`config.mk`:
```
export PLATFORM = sky130hd
export DESIGN_NAME = intr_ack_ctrl
export DESIGN_NICKNAME = d
export VERILOG_FILES = /design/src/rtl/intr_ack_ctrl.sv
export SDC_FILE = /design/constraint.sdc
export NUM_CORES = 1
export LEC_CHECK = 0
export ABC_AREA = 0
export CORE_MARGIN = 2
export CORE_UTILIZATION = 30
export CTS_CLUSTER_SIZE = 25
export DETAILED_ROUTE_END_ITERATION = 12
export PLACE_DENSITY = 0.66
export SLEW_MARGIN = 15
export SYNTH_ARGS = -nofsm -noshare
export SYNTH_HDL_FRONTEND = slang
export SYNTH_SLANG_ARGS = --single-unit
export TNS_END_PERCENT = 20
```
`constraint.sdc`:
```
create_clock -name clk -period 3.7 [get_ports clk]
set_input_delay 1.11 -clock clk [delete_from_list [all_inputs] [get_ports clk]]
set_output_delay 1.11 -clock clk [all_outputs]
set_load 0.005 [all_outputs]
```
`src/rtl/intr_ack_ctrl.sv`:
```
// Interrupt request/acknowledge controller: edge-latches 8 request lines, masks them,
// requests the CPU, decodes the acknowledged vector and tracks one in-service source.
module intr_ack_ctrl #(
    parameter logic [5:0] VEC_HI = 6'b111111
) (
    input  logic       clk,
    input  logic       reset,
    input  logic [7:0] intr_req,
    input  logic       intr_mask_we,
    input  logic [7:0] intr_mask_in,
    output logic [7:0] intr_selec,
    output logic       intr_irq,
    input  logic       intr_ack,
    input  logic [9:0] intr_dir_in,
    input  logic       intr_reti,
    output logic       intr_busy,
    output logic [2:0] intr_src,
    output logic       intr_err
);

    typedef enum logic [1:0] {
        IDLE = 2'd0,
        REQ  = 2'd1,
        SERV = 2'd2
    } state_t;

    state_t     r_state;
    state_t     w_nextState;
    logic [7:0] r_reqQ;
    logic [7:0] r_pend;
    logic [7:0] r_mask;
    logic [2:0] r_src;
    logic       r_err;

    logic [7:0] w_edge;
    logic [7:0] w_active;
    logic [2:0] w_idx;
    logic       w_ackValid;
    logic       w_ackTaken;
    logic       w_errNext;
    logic [7:0] w_clearMask;

    assign w_edge     = intr_req & ~r_reqQ;
    assign w_active   = r_pend & r_mask;
    assign w_idx      = intr_dir_in[3:1];
    assign w_ackValid = (intr_dir_in[9:4] == VEC_HI) && !intr_dir_in[0]
                        && r_pend[w_idx] && r_mask[w_idx];
    assign w_ackTaken = intr_ack && (r_state == REQ) && w_ackValid;
    // An ack is only legal in REQ with a good vector; reti only in SERV.
    assign w_errNext  = (intr_ack && ((r_state != REQ) || !w_ackValid))
                        || (intr_reti && (r_state != SERV));

    always_comb begin
        w_clearMask = 8'h00;
        if (w_ackTaken) begin
            w_clearMask[w_idx] = 1'b1;
        end
    end

    always_ff @(posedge clk) begin
        if (reset) begin
            r_state <= IDLE;
        end else begin
            r_state <= w_nextState;
        end
    end

    // req_q tracks the lines even in reset so a level held through reset is not an edge;
    // a same-cycle edge overrides the ack's clear so no request is lost.
    always_ff @(posedge clk) begin
        r_reqQ <= intr_req;
        if (reset) begin
            r_pend <= 8'h00;
            r_mask <= 8'h00;
            r_src  <= 3'd0;
            r_err  <= 1'b0;
        end else begin
            r_pend <= (r_pend & ~w_clearMask) | w_edge;
            if (intr_mask_we) begin
                r_mask <= intr_mask_in;
            end
            if (w_ackTaken) begin
                r_src <= w_idx;
            end
            r_err <= w_errNext;
        end
    end

    always_comb begin
        w_nextState = r_state;
        case (r_state)
            IDLE: if (|w_active) w_nextState = REQ;
            REQ: begin
                if (w_ackTaken) begin
                    w_nextState = SERV;
                end else if (!(|w_active)) begin
                    w_nextState = IDLE;
                end
            end
            SERV: if (intr_reti) w_nextState = IDLE;
            default: w_nextState = IDLE;
        endcase
    end

    always_comb begin
        intr_irq   = (r_state == REQ);
        intr_busy  = (r_state == SERV);
        intr_selec = (r_state != SERV) ? w_active : 8'h00;
    end

    assign intr_src = r_src;
    assign intr_err = r_err;

endmodule
```
# [Word level (Yosys, flattened, before mapping)]
# Index checks and enable logic that the tools add are counted.
[totals] in_bits=31 wordCells=50 output_inout_bits=14 regBits=30
[op_classes] muxes=13 bitwise_logic=6 n_reduce_logical=15 eq_ne=8 n_lt_le_gt_ge=2
[ops] op="$and A8 B8 Y8" n=3
[ops] op="$mux W8" n=2
[ops] op="$not A8 Y8" n=2
[ops] op="$logic_and A1 B1 Y1" n=8
[ops] op="$mux W2" n=4
[ops] op="$or A8 B8 Y8" n=1
[ops] op="$reduce_or A8 Y1" n=1
[ops] op="$bmux W1 S3" n=2
[ops] op="$eq A6 B6 Y1 const B" n=1
[ops] op="$ne A2 B2 Y1 const B" n=3
[ops] op="$pmux W2 S3" n=1
[ops] op="$lt A3 B4 Y1 const B" n=1
[ops] op="$demux W1 S3" n=1
[ops] op="$ge A3 B1 Y1 const B" n=1
[ops] op="$mux W1" n=3
[ops] op="$ne A3 B3 Y1 const B" n=1
[ops] op="$reduce_and A3 Y1" n=1
[ops] op="$eq A2 B1 Y1 const B" n=1
[ops] op="$eq A2 B2 Y1 const B" n=1
[ops] op="$logic_not A1 Y1" n=2
[ops] op="$logic_not A2 Y1" n=1
[ops] op="$logic_or A1 B1 Y1" n=2
[ops] op="$ne A2 B1 Y1 const B" n=1

# [Longest topological paths before layout]
# Gate-level depths: netlist of the first run.
[logic_depth] ltp_word=9 ltp_mapped=7 mapped_depth_nobuf=5

# [Least setup slack after synthesis of the first run]
# No wires, ideal clock.
[synth_timing] path_kind="input -> register" startpoint="input port intr_dir_in[1]" endpoint="register r_pend[3]" setup_time_ns=0.136 cell_stages=5 slack_ns=1.424 n_path_buf=1 required_time_ns=3.564 arrival_ns=2.140 path_cell_list="mux4_2 -> a22oi_2 -> and2_1 -> buf_6 -> a31oi_1"
[synth_via] elab_chain_len=9 elab_cells_between_ends=16 cone_classes="order compare (2); mux (7); bitwise (3); reduce/logical (4)"
[synth_rtl] element="start, declared" line="14" source="input logic [9:0] intr_dir_in,"
[synth_rtl] element="parallel branches: the longest is 5 deep, another holds $lt A3 B4 Y1"
[synth_rtl] element="$mux W8 *" line="55" source="if (w_ackTaken) begin"
[synth_rtl] element="$not A8 Y8 *" line="78" source="r_pend <= (r_pend & ~w_clearMask) | w_edge;"
[synth_rtl] element="$and A8 B8 Y8 *" line="78"
[synth_rtl] element="$or A8 B8 Y8 *" line="78"
[synth_rtl] element="end signal, assigned" line="78"
[synth_rtl] element="end, declared" line="30" source="logic [7:0] r_pend;"
# Mark *: on every way between the ends. The select of a mux whose other input is x is not followed.
# A chain may end at the register's enable or synchronous reset.

# [Final worst setup path of the first run]
[layout_timing] startpoint="register r_state[1]" endpoint="output port intr_busy"
[layout_via] elab_chain_len=1
[layout_rtl] element="start, declared" line="27" source="state_t r_state;"
[layout_rtl] element="start signal, assigned" line="64" source="r_state <= w_nextState;"
[layout_rtl] element="$eq A2 B2 Y1" line="107" source="intr_busy = (r_state == SERV);"
[layout_rtl] element="end, declared" line="16" source="output logic intr_busy,"
# No other way between the ends.

==> results of run 1 <==
## cells by family (layout without fill, tap and decap cells)
kind of cell           after synthesis  count (layout)  share of synthesized area [%]
buffers and inverters                9              54                           3.36
muxes                               13              13                           11.4
DFF                                 30              30                           47.4
AOI/OAI and AO/OA                   22              22                           12.1
and+or+nand+nor                     66              66                           25.8
## per-layer routing
layer / vias up / routed length [um]
li1: 574 / -
met1: 523 / 1320
met2: 28 / 1540
met3: 8 / 170
met4: 0 / 57
met5: - / 0
## final timing paths
| check | from | end | slack (ns) |
|---|---|---|---|
| setup / recovery | r_state[1]$_SDFFE_PP0P_ | intr_busy | 0.66 |
| hold / removal | intr_src[1]$_SDFFE_PP0P_ | intr_src[1]$_SDFFE_PP0P_ | 0.48 |
| setup reg to reg | r_pend[4]$_SDFF_PP0_ | intr_err$_SDFF_PP0_ | 1.85 |
| hold reg to reg | intr_src[1]$_SDFFE_PP0P_ | intr_src[1]$_SDFFE_PP0P_ | 0.48 |
## power groups by stage
| stage | logic (mW) | registers (mW) | clock network (mW) |
|---|---|---|---|
| after floorplan | 0.0405 | 0.354 | 0 |
| after global placement | 0.0875 | 0.356 | 0 |
| after detailed placement | 0.0904 | 0.357 | 0 |
| after CTS | 0.0908 | 0.350 | 0.247 |
| after global routing | 0.0995 | 0.352 | 0.263 |
| final | 0.0896 | 0.350 | 0.241 |
## worst max-delay path: stages, from the launching register on
cell and delay [ns]:
dfxtp_1 0.36, nor2b_1 0.65, clkdlybuf4s50_1 0.63
## stage by stage
| step | instances | setup slack (ns) |
|---|---|---|
| floorplan | 140 | 1.42 |
| global placement | 228 | 0.691 |
| detailed placement | 228 | 0.600 |
| CTS | 235 | 0.683 |
| global route | 235 | 0.545 |
| finish | 235 | 0.663 |
## cell usage after synthesis, drive strengths merged
master,instances
dfxtp,30
nor2,24
mux2i,11
nand2,11
nor2b,11
o21bai,8
a31oi,7
nand2b,7
clkbuf,4
nand3,4
a21oi,3
buf,3
nand4,3
nor3,3
inv,2
a22oi,1
and2,1
and4b,1
mux2,1
mux4,1
nor3b,1
o2111ai,1
o21ai,1
o32ai,1
## flip-flops by register name, summed over array words and instances, names as in the netlist
signal	count
r_pend	8
r_state	2
r_reqQ	8
intr_src	3
r_mask	8
intr_err	1
## cell type report
| type | count | area [um2] | share of cell area [%] |
|---|---|---|---|
| multi-input cells | 101 | 624 | 34.3 |
| flip-flops and latches | 30 | 601 | 33.0 |
| repair buffers | 45 | 448 | 24.6 |
| clock buffers | 7 | 76.3 | 4.20 |
| well taps | 50 | 62.6 | 3.44 |
| inverters | 2 | 7.51 | 0.413 |
==> impl_metrics.tcl, run 1 <==
set metrics [dict create \
    cp.required_ns 2.59 \
    die_y_um 69 \
    final_max_slew_viol_count 0 \
    synth_largest_area_cell "dfxtp_1" \
    hold_slack_ns 0.476 \
    syn_inst 140 \
    yosys_warnings 0 \
    finalCritPeriodShare_pct 82.1 \
    maxCapViolations 0 \
    mostFrequentLayoutCell "clkdlybuf4s50_1" \
    cts_setup_buffers 0 \
    power_switching_uw 155 \
    p_leak_nw 0.753 \
    period_needed_ns 3.04 \
    grt_first_pass_wirelength_mm 5.31 \
    fin_tns_setup_ns 0 \
    coreArea_um2 4030 \
    post_drt_wl_per_cell_um 13.1 \
    cp-start-kind "flip-flop" \
    fin_util_pct 45.2 \
    place.gp.congestion 0.753 \
    clk_pin_slew_ns 0.06 \
    fin_nets 216 \
    pwr_density_cell_nw_per_um2 374 \
    stdcell_area_um2 1820 \
    ys_top_cells_by_area "dfxtp_1, mux2i_1, nor2_1, nor2b_1, o21bai_1" \
    ys_seq_area_share_pct 47.4 \
    placementRows 23 \
    hpwl_mm 2.43 \
    nFillCells 404 \
    clkPwrFrac_pct 35.4 \
    cts_sinks 30 \
    rsz0062_at_grt "false" \
    synth-seq-cells 30 \
    dr.pass1.iters 4 \
    cts_tree "yes" \
    syn_area_per_cell_um2 9.05 \
    final_cell_mix "clkdlybuf4s50_1, dfxtp_1, nor2_1" \
    whs_path_depth 2 \
    numCtsBuffers 5 \
    dr.first_iter.drc_count 62 \
    hold_violations 0 \
    layout-drive-gt1-share_pct 5.41 \
    syn-cell-area_um2 1270 \
    cts_buffer_depth 2 \
    grt_pass1_vias 1119 \
    sw_frac_of_total_pct 22.8 \
    r2r_cells 5 \
    io_buffers 44 \
    skew_ns 0.00400 \
    synthToLayoutAreaGrowth_pct 43.5 \
    status "finished, final reports clean" \
    setup_viol 0 \
    groute.usage.overall_pct 14.1 \
    die_x_um 69 \
    relSlewSlack_pct 45.0 \
    power_uw 680 \
    top_usage_layer "met2" \
    ant_nets 0 \
    tightestPinTransition_ns 0.822 \
    synthesis.nets 171 \
    arrival_ns 1.93 \
    viasPerCell 4.82 \
    diodes 0 \
    crit_fanout 11 \
    path_class "flip-flop to primary output" \
    synth_top_area_share_pct 47.4 \
    p_int_uw 525 \
    placed_cell_area_um2 1740 \
    cp-end-kind "primary output" \
    p_seq_share_pct 51.4 \
    htree_levels 2 \
    cts_root_buf "clkbuf_8" \
    drc 0 \
    ir_drop_mv 0.178 \
    p_comb_share_pct 13.2 \
    ctsResizeCount 0 \
    cts_hold_buf 0 \
    grt_max_degree 27 \
    hp-class "flip-flop to flip-flop" \
    die_area_um2 4760 \
    start_util_pct 31.5 \
    grt-ovfl-total 0 \
    use_met3_pct 3.80 \
    dr_total_vias 1133 \
    antenna_found_initial 0 \
    clock_latency_ns 0.28 \
    fmax_ghz 0.329 \
    met2_usage_pct 23.2 \
    pin_count 45 \
    grt_util_met1_pct 16.5 \
    routed_wl_mm 3.09 \
    synth_cell_types 27 \
]
Note: power is estimated with default switching activity, not from simulation.
==> run 2, diff against run 1 <==
Clock period 3.7 ns to 2.9 ns, I/O delays scaled along.
==> run 2 against run 1 <==
- sequential share of layout area fell by 0.27 points
- flip-flop and latch count stayed put
- count of clock-buffer cells in the layout did not move
- sequential power up 28%
- setup slack lost 0.30 ns
- clock power up 27%
- design area grew 0.83%
- utilization grew 0.37 points
- largest power group unchanged
- highest routed layer unchanged
==> impl_metrics.tcl, run 2 (synthesis gave the netlist of run 1 again) <==
set metrics [dict create \
    htree_levels 2 \
    pwr_density_cell_nw_per_um2 474 \
    cts_setup_buffers 0 \
    status "finished, final reports clean" \
    hold_slack_ns 0.484 \
    ant_nets 0 \
    fin_util_pct 45.5 \
    mostFrequentLayoutCell "clkdlybuf4s50_1" \
    final_cell_mix "clkdlybuf4s50_1, dfxtp_1, nor2_1" \
    drc 0 \
    grt_pass1_vias 1151 \
    cts_buffer_depth 2 \
    cts_sinks 30 \
    p_int_uw 671 \
    nFillCells 388 \
    hold_violations 0 \
    layout-drive-gt1-share_pct 6.42 \
    die_area_um2 4760 \
    p_leak_nw 0.763 \
    slowest_delay_ns 0.44 \
    sw_frac_of_total_pct 22.8 \
    io_buffers 44 \
    grt_max_degree 27 \
    skew_ns 0.00694 \
    critPathSlowestCell "clkdlybuf4s50_1" \
    final.setup.worst_slack_ns 0.362 \
    rsz0062_at_grt "false" \
    clk_pin_slew_ns 0.06 \
    clock_latency_ns 0.28 \
    power_switching_uw 199 \
    grt-ovfl-total 0 \
    place.gp.congestion 0.782 \
    hp-class "flip-flop to flip-flop" \
    cts_root_buf "clkbuf_8" \
    pre_cts_slack_ns 0.115 \
    largestRegisters "r_mask (8), r_pend (8), r_reqQ (8)" \
    die_y_um 69 \
    timing.critical_path.cells "nor2b_1 > buf_4 > nor2_1 > clkdlybuf4s50_1" \
    cp-start-kind "flip-flop" \
    synthToLayoutAreaGrowth_pct 44.7 \
    coreArea_um2 4030 \
    setup_viol 0 \
    dr.pass1.iters 4 \
    crit_fanout 7 \
    placed_cell_area_um2 1760 \
    die_x_um 69 \
    cp-end-kind "primary output" \
    grt_first_pass_wirelength_mm 5.24 \
    groute.usage.overall_pct 13.6 \
    fmax_ghz 0.394 \
    ir_drop_mv 0.257 \
    viasPerCell 4.69 \
    dr.first_iter.drc_count 29 \
    hpwl_mm 2.40 \
    fin_nets 218 \
    dr_total_vias 1111 \
    post_drt_wl_per_cell_um 13.0 \
    arrival_ns 1.67 \
    ctsResizeCount 0 \
    path_class "flip-flop to primary output" \
    maxCapViolations 0 \
    p_comb_share_pct 13.3 \
    dp_cells 230 \
    routed_wl_mm 3.08 \
    numCtsBuffers 5 \
    p_seq_share_pct 51.4 \
    placementRows 23 \
    relSlewSlack_pct 46.5 \
    finalCritPeriodShare_pct 87.5 \
    tightestPinTransition_ns 0.799 \
    fin_tns_setup_ns 0 \
    power_uw 870 \
    clkPwrFrac_pct 35.3 \
    cts_tree "yes" \
    cts_hold_buf 0 \
    pin_count 45 \
    period_needed_ns 2.54 \
    final_max_slew_viol_count 0 \
    antenna_found_initial 0 \
    stdcell_area_um2 1830 \
    diodes 0 \
    cp.required_ns 2.03 \
    final_cells 237 \
    start_util_pct 31.5 \
]
==> run 2: cell types whose count changed in the layout (fill, tap and decap cells not counted), sizes merged <==
cell,change
buf,+2
==> run 2: area by class of cell <==
class	count	area, um2	share of cell area (%)
multi-input combinational	101	624	34.0
sequential	30	601	32.7
timing repair buffer	47	463	25.2
clock buffer	7	76.3	4.16
tap	50	62.6	3.41
inverter	2	7.51	0.409
==> run 2: power groups by stage <==
stage	clock network [mW]	registers, mW	logic (mW)
floorplan	0	0.451	0.0517
global placement	0	0.455	0.113
detailed placement	0	0.456	0.116
CTS	0.312	0.447	0.117
global route	0.332	0.449	0.128
finish	0.307	0.447	0.115
==> run 2: path summary, 6_finish.rpt <==
check                           cells past startpoint                     start  slack [ns]                  endpoint
worst min-delay path                                2  intr_src[1]$_SDFFE_PP0P_        0.48  intr_src[1]$_SDFFE_PP0P_
worst max register to register                      5      r_pend[4]$_SDFF_PP0_        1.08       intr_err$_SDFF_PP0_
worst min register to register                      2  intr_src[1]$_SDFFE_PP0P_        0.48  intr_src[1]$_SDFFE_PP0P_
worst max-delay path                                4   r_state[1]$_SDFFE_PP0P_        0.36             intr_selec[3]
==> run 2: worst max-delay path, delay by kind of cell, from the launching register on <==
family        cells  cell delay [ns]
buf+inv           2             0.66
flops             1             0.35
simple gates      2             0.38
==> run 2: per-layer routing <==
| metal | vias up | part of all wire (%) | track usage [%] | routed length (um) |
|---|---|---|---|---|
| li1 | 576 | - | - | - |
| met1 | 502 | 44 | 16.0 | 1360 |
| met2 | 29 | 49 | 22.9 | 1510 |
| met3 | 4 | 5.3 | 4.09 | 163 |
| met4 | 0 | 1.4 | 5.88 | 43 |
| met5 | - | 0 | 0 | 0 |
==> variant 1, RTL diff (config.mk and constraints of run 2) <==
Re-encode `state_t` (3 states) as one-hot, 3 bits wide.
--- a/src/rtl/intr_ack_ctrl.sv
+++ b/src/rtl/intr_ack_ctrl.sv
@@ -18,10 +18,10 @@
     output logic       intr_err
 );
 
-    typedef enum logic [1:0] {
-        IDLE = 2'd0,
-        REQ  = 2'd1,
-        SERV = 2'd2
+    typedef enum logic [2:0] {
+        IDLE = 3'b001,
+        REQ  = 3'b010,
+        SERV = 3'b100
     } state_t;
 
     state_t     r_state;
Formal check against the unedited RTL: no difference found for any inputs over 10 cycles, from zero or initial values and one cycle with reset high; not proved beyond that.
==> variant 1 against run 2 <==
Register-to-register slack got worse by 0.09 ns. Power grew 2.5%. Routed wire length increased by 11%. Synthesized cell count rose by 1.4%. Sequential cell count is 1 higher. Clock power down 1%. Count of clock-buffer cells in the layout shrank 1. Synthesized area up 2.8%. Global-route usage is 1.3 points higher. Final area grew 4.6%. Worst setup slack got worse by 0.050 ns. Critical path type is now input port to register.
==> variant 1: results (changes against run 2) <==
| Metric | Value |
|---|---|
| Share of post-route cells with drive strength above 1 | 8.21% (+1.8 points) |
| Clk slew on worst S/H paths | 0.06 ns (about the same) |
| Placed Cells | 239 (+3.9%) |
| DRT Pass-1 Iters | 4 (unchanged) |
| Routed WL | 3400 µm (+11%) |
| Worst path top cell family by delay | buffers and inverters |
| H-tree Lvls | 2 (unchanged) |
| Ranking of synthesized cells by area | dfxtp_1, mux2i_1, nor2_1, nand2b_1, nor2b_1 |
| Lkg Pwr | 0.744 nW (-2.5%) |
| Largest regs | r_mask x8, r_pend x8, r_reqQ x8 |
| Worst hold slack | 0.479 ns (-0.00496 ns) |
| Final instance area | 0.00192 mm² (+4.6%) |
| Maximum vdd drop | 304 µV (+18%) |
| Clk root buf | clkbuf_8 |
| Commonest cells post-synth | dfxtp_1, nor2_1, nand2_1, nand2b_1 |
| Largest net degree at the start of global routing | 14 (-48%) |
| FF-to-FF path depth | 6 (+1) |
| DR iter-0 viols | 61 (+110%) |
| # fillers | 386 (-0.52%) |
| Synth unique cells | 34 (+26%) |
| Worst-path fanout max | 7 (unchanged) |
| # port buffers | 44 (unchanged) |
| First-pass GRT wire length | 5830 µm (+11%) |
| Via Count | 1,225 (+10%) |
| Synth Instances | 142 (+1.4%) |
| Clk_lat worst skew | 0.28 ns (about the same) |
| Slowest CP cell | clkdlybuf4s50_1 |
| Mapped Nets | 173 (+1.2%) |
| Initial antenna violation count | 0 (unchanged) |
| Post-synth top flop | dfxtp_1 |
| Gates resized, CTS repair | 0 (unchanged) |
| Worst EP arrival | 2.76 ns (+1.09 ns) |
| Reg2Reg Setup Slack | 0.99 ns (-0.09 ns) |
| Slew margin rel. | 67.0% (+20 points) |
| Worst hold start | r_pend[6] |
| Reg2Reg Capture Point | intr_src[2] |
| Final nets | 227 (+4.1%) |
| CP peak stage delay | 0.43 ns |
| Hold Path Stages | 2 (unchanged) |
| Antenna cell count | 0 (unchanged) |
| Synthesis warning total | 0 (unchanged) |
| Synth async-reset ratio | 0% (unchanged) |
| Detailed-placement wirelength estimate | 2730 µm (+14%) |
| Setup WS pre-CTS | 0.0295 ns (-0.0857 ns) |
| Post-CTS setup buffers | 0 (unchanged) |
| Sequential fraction of the synthesis area | 47.6% (+0.26 points) |
| Gp weighted congestion | 0.860 (+10%) |
| Worst-case clock buffer depth | 2 (unchanged) |
| Placed Area | 0.00185 mm² (+5.0%) |
| All-Layer GR Usage | 14.9% (+1.3 points) |
| Hold/Removal Path Class | register to register |
| Filler-free cell count of the finished design | 245 (+3.4%) |
| Status | complete, no violations |
| Clock Skews | 0.00551 ns (-0.00143 ns) |
| Total CTS buffers | 5 (unchanged) |
| R2r startpoint | r_state[1] |
| Hold EP | r_pend[6] |
-- variant 1: final cells by class --
cell class                      count  area share [%]
Sequential cell                    31            32.4
Inverter                            4           0.783
Timing Repair Buffer               53            26.5
Tap cell                           50            3.26
Multi-Input combinational cell    101            33.3
Clock buffer                        6            3.78
-- variant 1: routing by layer --
| layer | up-vias | share of wire, % | GRT usage (%) |
|---|---|---|---|
| li1 | 611 | - | - |
| met1 | 558 | 47 | 20.4 |
| met2 | 51 | 45 | 22.0 |
| met3 | 5 | 6.8 | 4.04 |
| met4 | 0 | 1.3 | 6.41 |
| met5 | - | 0 | 0 |
-- variant 1: report_power, final --
group          total (mW)  internal [mW]  leakage, nW  switching, mW
combinational       0.125         0.0759        0.450         0.0491
clock               0.303          0.159       0.0371          0.143
sequential          0.464          0.450        0.257         0.0141
total               0.892          0.685        0.744          0.207
-- variant 1: how the worst max path moves through the flow --
| stage | start | endpoint | slack, ns | cells after the start |
|---|---|---|---|---|
| final | intr_dir_in[2] | intr_src[2] | 0.31 | 8 |
| after global routing | intr_dir_in[3] | r_pend[0] | 0.08 | 8 |
| after CTS | intr_dir_in[2] | intr_src[2] | 0.31 | 8 |
| after detailed placement | intr_dir_in[2] | intr_src[2] | 0.03 | 8 |
| after global placement | intr_dir_in[3] | intr_src[2] | 0.08 | 8 |
| after floorplan | intr_dir_in[1] | r_pend[1] | 0.74 | 7 |
-- variant 1: cells by family after synthesis --
kind of cell | count (synthesis) | synth area share, %
muxes | 9 | 6.92
buffers and inverters | 10 | 3.27
AOI/OAI and AO/OA | 28 | 15.7
DFF | 31 | 47.6
and+or+nand+nor | 64 | 26.5
==> variant 2, RTL diff (config.mk and constraints of run 2) <==
Made on the original files. The parameter `VEC_HI` goes from 6'b111111 to 6'b011111.
--- a/src/rtl/intr_ack_ctrl.sv
+++ b/src/rtl/intr_ack_ctrl.sv
@@ -1,7 +1,7 @@
 // Interrupt request/acknowledge controller: edge-latches 8 request lines, masks them,
 // requests the CPU, decodes the acknowledged vector and tracks one in-service source.
 module intr_ack_ctrl #(
-    parameter logic [5:0] VEC_HI = 6'b111111
+    parameter logic [5:0] VEC_HI = 6'b011111
 ) (
     input  logic       clk,
     input  logic       reset,
Formal check against the unedited RTL: not equivalent (Yosys sat finds a counterexample within 4 cycles, from zero or initial values and one cycle with reset high).
==> variant 2 against run 2 <==
Maximum frequency down 2.7%. Via count rose by 3.2%. Routed wire length is 0.26% lower. Clock skew down 0.0034 ns. Worst setup slack worse by 0.071 ns. Final area increased by 7.5%. Critical path type unchanged. Die area up 9.7%. Critical endpoint is now intr_selec[7]. Power grew 5.8%. Sequential cell count unchanged. Sequential share of layout area decreased by 2.3 points. Synthesized area rose by 10%.
==> variant 2: results (changes against run 2) <==
| Metric | Value |
|---|---|
| Via Count | 1,146 (+3.2%) |
| Worst Setup EP | intr_selec[7] |
| Setup WS pre-CTS | 0.216 ns (+0.100 ns) |
| Routed WL | 3070 µm (-0.26%) |
| Final period util | 90.0% (+2.4 points) |
| Critical path type | register to output port |
| Worst EP arrival | 1.74 ns (+0.07 ns) |
| Reg2Reg Capture Point | r_pend[2] |
| Clock Skews | 0.00350 ns (-0.00345 ns) |
| Detailed-placement wirelength estimate | 2460 µm (+2.5%) |
| Hold Path Stages | 1 (-1) |
| Maximum vdd drop | 225 µV (-13%) |
| Worst hold slack | 0.465 ns (-0.0191 ns) |
| Largest net degree at the start of global routing | 21 (-22%) |
| Final nets | 221 (+1.4%) |
| Reg2Reg Setup Slack | 1.42 ns (+0.34 ns) |
| Sw Ratio | 23.8% (+0.95 points) |
| Share of post-route cells with drive strength above 1 | 15.7% (+9.3 points) |
| Syn Area/Cell | 9.85 µm² (+8.8%) |
| Placed Area | 0.00188 mm² (+7.0%) |
| All-Layer GR Usage | 13.5% (-0.13 points) |
| Placed Cells | 235 (+2.2%) |
| Commonest cells post-synth | dfxtp_1, nor2_1, mux2i_1, nand2_1 |
| R2r startpoint | r_state[1] |
| Mapped Nets | 173 (+1.2%) |
| Synth unique cells | 38 (+41%) |
| Worst-path fanout max | 9 (+2) |
| Slew margin rel. | 49.9% (+3.4 points) |
| Die area | 0.00523 mm² (+9.7%) |
| Vias/cell | 4.72 (+0.60%) |
| Lkg Pwr | 0.764 nW (about the same) |
| Worst hold start | r_state[1] |
| DR iter-0 viols | 80 (+180%) |
| Status | complete, no violations |
| First-pass GRT wire length | 5350 µm (+2.2%) |
| Sequential fraction of the synthesis area | 42.9% (-4.5 points) |
| Hold EP | r_state[0] |
[variant 2: critical path, cell delays in order, from the launching register on]
cell and delay [ns]:
dfxtp_1 0.33, or2b_1 0.20, clkinv_1 0.22, nor2_1 0.20, clkdlybuf4s50_1 0.52
[variant 2: kinds of logic after synthesis]
kind of cell / count (synthesis) / synth area share [%]
buffers and inverters: 12 / 4.92
DFF: 30 / 42.9
AOI/OAI and AO/OA: 25 / 17.9
and+or+nand+nor: 64 / 26.4
muxes: 11 / 7.87
[variant 2: final cells by class]
type	count	area, µm²
fillers	458	2440
multi-input cells	100	729
flip-flops and latches	30	601
repair buffers	47	463
clock buffers	7	86.3
well taps	52	65.1
inverters	6	22.5
clock inverters	1	5.00
[variant 2: per-layer routing]
layer	track usage (%)	vias up	part of all wire, %	routed length, µm
li1	-	585	-	-
met1	17.8	521	47	1450
met2	20.1	35	44	1350
met3	4.44	5	7.0	215
met4	5.87	0	1.7	53
met5	0	-	0	0
